===== src/rtl/wb_cmd_pkg.sv =====
// wb_cmd_pkg: shared definitions for the Wishbone command master and the
// host-side front ends that feed it.
//   - state encoding of the command master FSM
//   - register bus widths (5-bit address, 8-bit data)
//   - default strobe timeout in cycles
package wb_cmd_pkg;

    localparam logic [1:0] ST_IDLE = 2'd0;
    localparam logic [1:0] ST_BUS  = 2'd1;
    localparam logic [1:0] ST_RESP = 2'd2;

    localparam int WB_ADR_W = 5;
    localparam int WB_DAT_W = 8;

    localparam int TIMEOUT_DEFAULT = 15;

    typedef enum logic [1:0] {
        IDLE = ST_IDLE,
        BUS  = ST_BUS,
        RESP = ST_RESP
    } state_t;

endpackage


===== src/rtl/wb_cmd_timeout.sv =====
// wb_cmd_timeout: 8-bit strobe-age counter for the Wishbone command master.
// Ports:
//   clk      clock, rising edge
//   srst     synchronous active-high reset (count -> 0)
//   clr      synchronous clear (count -> 0)
//   en       increment this cycle
//   expired  count has reached TIMEOUT-1 (decoded from the registered count)
module wb_cmd_timeout #(
    parameter int TIMEOUT = 15
) (
    input  logic clk,
    input  logic srst,
    input  logic clr,
    input  logic en,
    output logic expired
);

    localparam logic [7:0] LAST = 8'(TIMEOUT - 1);

    logic [7:0] count_reg;

    always_ff @(posedge clk) begin
        if (srst || clr) begin
            count_reg <= '0;
        end else if (en) begin
            count_reg <= count_reg + 8'd1;
        end
    end

    // The first strobe cycle sees count 0, so expiry on LAST ends the
    // transfer after exactly TIMEOUT strobe cycles.
    assign expired = (count_reg == LAST);

endmodule


===== src/rtl/wb_cmd_master.sv =====
// wb_cmd_master: Wishbone classic single-transfer initiator for the CPLD
// register bus. A valid/ready command becomes one read or write; the result
// (read data or timeout error) is returned on a valid/ready response.
// Optional feature macro: WB_CMD_MASTER_TIMEOUT_EN (strobe timeout abort).
// Ports:
//   wb_clk_i, wb_rst_i            clock, synchronous active-high reset
//   cmd_valid/cmd_ready           command handshake; cmd_we/cmd_adr/cmd_dat
//   rsp_valid/rsp_ready           response handshake; rsp_dat/rsp_err
//   busy                          not in IDLE
//   wb_cyc_o/stb_o/we_o/adr_o/dat_o  bus outputs (registered)
//   wb_dat_i, wb_ack_i            slave read data and acknowledge
module wb_cmd_master
    import wb_cmd_pkg::*;
#(
    parameter int ADR_WIDTH = WB_ADR_W,
    parameter int DAT_WIDTH = WB_DAT_W,
    parameter int TIMEOUT   = TIMEOUT_DEFAULT
) (
    input  logic                 wb_clk_i,
    input  logic                 wb_rst_i,
    input  logic                 cmd_valid,
    output logic                 cmd_ready,
    input  logic                 cmd_we,
    input  logic [ADR_WIDTH-1:0] cmd_adr,
    input  logic [DAT_WIDTH-1:0] cmd_dat,
    output logic                 rsp_valid,
    input  logic                 rsp_ready,
    output logic [DAT_WIDTH-1:0] rsp_dat,
    output logic                 rsp_err,
    output logic                 busy,
    output logic                 wb_cyc_o,
    output logic                 wb_stb_o,
    output logic                 wb_we_o,
    output logic [ADR_WIDTH-1:0] wb_adr_o,
    output logic [DAT_WIDTH-1:0] wb_dat_o,
    input  logic [DAT_WIDTH-1:0] wb_dat_i,
    input  logic                 wb_ack_i
);

    if (TIMEOUT < 1 || TIMEOUT > 255) begin : g_timeout_range
        $error("wb_cmd_master: TIMEOUT must be within 1..255");
    end

    state_t                 state_reg;
    logic                   stb_reg;
    logic                   we_reg;
    logic [ADR_WIDTH-1:0]   adr_reg;
    logic [DAT_WIDTH-1:0]   dat_reg;
    logic                   rsp_valid_reg;
    logic [DAT_WIDTH-1:0]   rsp_dat_reg;

`ifdef WB_CMD_MASTER_TIMEOUT_EN
    logic rsp_err_reg;
    logic expired;

    // Counter is held clear while idle and only advances on strobe cycles
    // that were not acknowledged.
    wb_cmd_timeout #(
        .TIMEOUT (TIMEOUT)
    ) u_timeout (
        .clk     (wb_clk_i),
        .srst    (wb_rst_i),
        .clr     (state_reg == IDLE),
        .en      ((state_reg == BUS) && !wb_ack_i),
        .expired (expired)
    );
`endif

    always_ff @(posedge wb_clk_i) begin
        if (wb_rst_i) begin
            state_reg     <= IDLE;
            stb_reg       <= 1'b0;
            we_reg        <= 1'b0;
            adr_reg       <= '0;
            dat_reg       <= '0;
            rsp_valid_reg <= 1'b0;
            rsp_dat_reg   <= '0;
`ifdef WB_CMD_MASTER_TIMEOUT_EN
            rsp_err_reg   <= 1'b0;
`endif
        end else begin
            case (state_reg)
                IDLE: begin
                    if (cmd_valid) begin
                        we_reg    <= cmd_we;
                        adr_reg   <= cmd_adr;
                        dat_reg   <= cmd_dat;
                        stb_reg   <= 1'b1;
                        state_reg <= BUS;
                    end
                end
                BUS: begin
                    // Ack takes priority over a simultaneous timeout. The
                    // slave's stale ack after stb drops lands in RESP/IDLE
                    // where it is never looked at.
                    if (wb_ack_i) begin
                        rsp_dat_reg   <= we_reg ? '0 : wb_dat_i;
                        stb_reg       <= 1'b0;
                        rsp_valid_reg <= 1'b1;
`ifdef WB_CMD_MASTER_TIMEOUT_EN
                        rsp_err_reg   <= 1'b0;
`endif
                        state_reg     <= RESP;
                    end
`ifdef WB_CMD_MASTER_TIMEOUT_EN
                    else if (expired) begin
                        rsp_dat_reg   <= '0;
                        rsp_err_reg   <= 1'b1;
                        stb_reg       <= 1'b0;
                        rsp_valid_reg <= 1'b1;
                        state_reg     <= RESP;
                    end
`endif
                end
                RESP: begin
                    if (rsp_ready) begin
                        rsp_valid_reg <= 1'b0;
                        state_reg     <= IDLE;
                    end
                end
                default: begin
                    state_reg <= IDLE;
                end
            endcase
        end
    end

    assign cmd_ready = (state_reg == IDLE);
    assign busy      = (state_reg != IDLE);

    // Single-transfer master: cyc and stb always move together.
    assign wb_cyc_o  = stb_reg;
    assign wb_stb_o  = stb_reg;
    assign wb_we_o   = we_reg;
    assign wb_adr_o  = adr_reg;
    assign wb_dat_o  = dat_reg;
    assign rsp_valid = rsp_valid_reg;
    assign rsp_dat   = rsp_dat_reg;
`ifdef WB_CMD_MASTER_TIMEOUT_EN
    assign rsp_err   = rsp_err_reg;
`else
    assign rsp_err   = 1'b0;
`endif

endmodule


===== config.mk =====
export PLATFORM = sky130hd
export DESIGN_NAME = wb_cmd_master
export DESIGN_NICKNAME = d
export VERILOG_FILES = /design/src/rtl/wb_cmd_pkg.sv /design/src/rtl/wb_cmd_timeout.sv /design/src/rtl/wb_cmd_master.sv
export SDC_FILE = /design/constraint.sdc
export NUM_CORES = 1
export LEC_CHECK = 0
export ABC_AREA = 1
export BUFFER_PORTS_ARGS = -buffer_cell sky130_fd_sc_hd__buf_4
export CAP_MARGIN = 20
export CORE_ASPECT_RATIO = 0.6
export CORE_MARGIN = 5
export CORE_UTILIZATION = 45
export CTS_CLUSTER_SIZE = 28
export DETAILED_ROUTE_END_ITERATION = 8
export HOLD_SLACK_MARGIN = 0.03
export PLACE_DENSITY = 0.82
export SYNTH_ARGS = -nofsm -noshare
export SYNTH_HDL_FRONTEND = slang
export SYNTH_HIERARCHICAL = 1
export SYNTH_SLANG_ARGS = --single-unit

===== constraint.sdc =====
create_clock -name wb_clk_i -period 1.3 [get_ports wb_clk_i]
set_input_delay 0.195 -clock wb_clk_i [delete_from_list [all_inputs] [get_ports wb_clk_i]]
set_output_delay 0.195 -clock wb_clk_i [all_outputs]
set_load 0.02 [all_outputs]

==> flow_metrics.tcl <==
set metrics [dict create \
    regToRegEndpoint "wb_adr_o[0]" \
    holdWs_ns 0.141 \
    synth_top_area_share_pct 44.7 \
    peakVddDrop_mv 0.732 \
    ys_top_cells_by_area "dfxtp_1 (45%), nand2_1 (12%), nor2_1 (11%), inv_1 (8.4%), nand3_1 (7.7%)" \
    synth.distinct_cells 18 \
    cts.path.max_buffers 2 \
    slew_viol_final 0 \
    cp_max_fo 4 \
    stdcell_area_um2 1620 \
    syn_inst 168 \
    yosysWarnings 6 \
    antennaDiodeCount 0 \
    skew_ns 0.00439 \
    start_util_pct 46.8 \
    required_ns 1.11 \
    ys_top_cells_by_count "nand2_1 (37), nor2_1 (35), dfxtp_1 (26), inv_1 (26), nand3_1 (18)" \
    cts_tree "built" \
    die_height_um 49.4 \
    start_kind "flip-flop" \
    wirelength_mm 2.74 \
    ys.flop_type "dfxtp_1" \
    synth_top_area_cell "dfxtp_1" \
    drtPass1Iterations 4 \
    gp_congestion 0.719 \
    outcome "complete, no violations" \
    fin_tns_setup_ns 0 \
    met2_length_mm 1.15 \
    post-place-ws_ns 0.186 \
    yosysMostFrequentCell "nand2_1" \
    drive_gt1_share_pct 30.9 \
    place_area_um2 1550 \
    rows 14 \
    grt_max_degree 19 \
    topRoutingLayerUsed "met4" \
    min_to "state_reg[1]" \
    seq_area_um2 523 \
    syn-num-nets 195 \
    crit_buf_inv 2 \
    cp.depth 3 \
    area_delta_synth_final_pct 38.8 \
    clock-root-buffer "clkbuf_8" \
    multi_input_area_um2 469 \
    grt_pass1_wl_mm 4.44 \
    async_flop_share_pct 0 \
    min_period_ns 1.15 \
    die_w_um 75.7 \
    htree_levels 1 \
    rrSetupSlack_ns 0.20 \
    critPathArrivalTime_ns 0.95 \
    clock_sinks 26 \
    fmax_mhz 872 \
    dp_hpwl_mm 2.11 \
    vias 1137 \
    power_leakage_nw 0.881 \
    drc_errors 0 \
    wl_met3_um 249 \
    critical-path-top-delay-family "flip-flops" \
    io-pin-count 55 \
    crit_path_top_delay_cell "dfxtp_2" \
    reg2regPathDepth 6 \
    ys_ff_latch 26 \
    path_clk_slew_ns 0.08 \
    grt.overflow.total 0 \
    grt_pass1_vias 1001 \
    rsz0062_at_grt "no" \
    whs_path_depth 2 \
    via_per_inst 4.51 \
    worstHoldStart "wb_rst_i" \
    path_cells "inv_1 -> nand2_1 -> buf_4" \
    worstSetupPathType "flip-flop to primary output" \
    setup_viol 0 \
    min_path_type "input pin to flip-flop" \
    maxCapViolCount 0 \
    die-area_um2 3740 \
    core_area_um2 2490 \
    drtIter0Drc 59 \
    synth_area_um2 1160 \
    slowest_delay_ns 0.39 \
    cellPowerDensity_nw_per_um2 1170 \
    cts_hold_buf 0 \
    end_kind "primary output" \
    ant_nets 0 \
    ys_seq_area_share_pct 44.7 \
    clk-insertion-delay-late_ns 0.27 \
    final_nets 248 \
    synth_edf_count 0 \
    synth_area_per_cell_um2 6.93 \
    finalHoldViolations 0 \
    antenna_found_initial 0 \
    portBuffers 53 \
    cts_buffers 3 \
    drt-wirelength-per-cell_um 10.9 \
    grt_usage_pct 15.0 \
    fillers 237 \
    period_share_pct 88.2 \
    r2r-start "state_reg[0]" \
    met1_length_mm 1.32 \
    setup_ws_ns 0.153 \
]
worst max path at each step:
| stage | start | end |
|---|---|---|
| CTS | state_reg[0] | busy |
| detailed placement | state_reg[1] | wb_dat_o[1] |
| global placement | state_reg[1] | wb_dat_o[1] |
| finish | state_reg[0] | busy |
| floorplan | state_reg[1] | wb_dat_o[0] |
| global route | state_reg[0] | busy |
report_power, final:
| group | internal [W] | switching, W | total [W] |
|---|---|---|---|
| combinational | 0.000213 | 0.000270 | 0.000483 |
| sequential | 0.000861 | 0.0000391 | 0.000900 |
| clock | 0.000271 | 0.000243 | 0.000513 |
| total | 0.00134 | 0.000552 | 0.00190 |
cells in the final DEF (no fill, tap or decap), types with 2 or more instances in the layout:
cell / Yosys / final
inv_1: 26 / 26
nor2_1: 35 / 35
a21oi_1: 9 / 9
nand2_1: 37 / 37
dfxtp_2: 0 / 2
nor2_2: 2 / 2
nand3_1: 18 / 18
dfxtp_1: 26 / 24
clkbuf_8: 0 / 4
buf_4: 4 / 56
kinds of logic after synthesis:
kind of cell / synth area share (%)
buf+inv: 14.9
simple gates: 36.1
compound gates: 3.87
flops: 44.7
other cells: 0.322
area by class of cell:
cell class                 instances  area share (%)
clock buffer                       4            3.41
inverter                          28            6.66
multi-input combinational        106            29.0
sequential                        26            32.4
tap                               32            2.48
timing repair buffer              56            26.0
through the flow:
step,power [W],utilization (%),instances
final,0.00190,64.9,252
after global routing,0.00199,64.9,252
after CTS,0.00191,64.8,252
after detailed placement,0.00140,62.3,247
after global placement,0.00139,62.3,247
after floorplan,0.00120,-,168
routing by layer:
layer	track usage (%)	vias to the layer above
li1	-	603
met1	22.3	493
met2	20.9	39
met3	5.14	2
met4	2.62	0
met5	0	-
worst reg2reg max path, cell delays in order (launching register included):
cell and delay, ns:
dfxtp_2 0.36, nor2_4 0.14, buf_4 0.19, nand2_4 0.07, inv_4 0.14, nor2_1 0.06
nor2_1 0.09
repair_timing:
| action | CTS | global route |
|---|---|---|
| buffers inserted | 1 | 0 |
| pin swaps | 1 | 0 |
| gates resized for setup | 0 | 2 |
| setup endpoints to repair | 1 | 1 |
(Power assumes the default switching activity.)
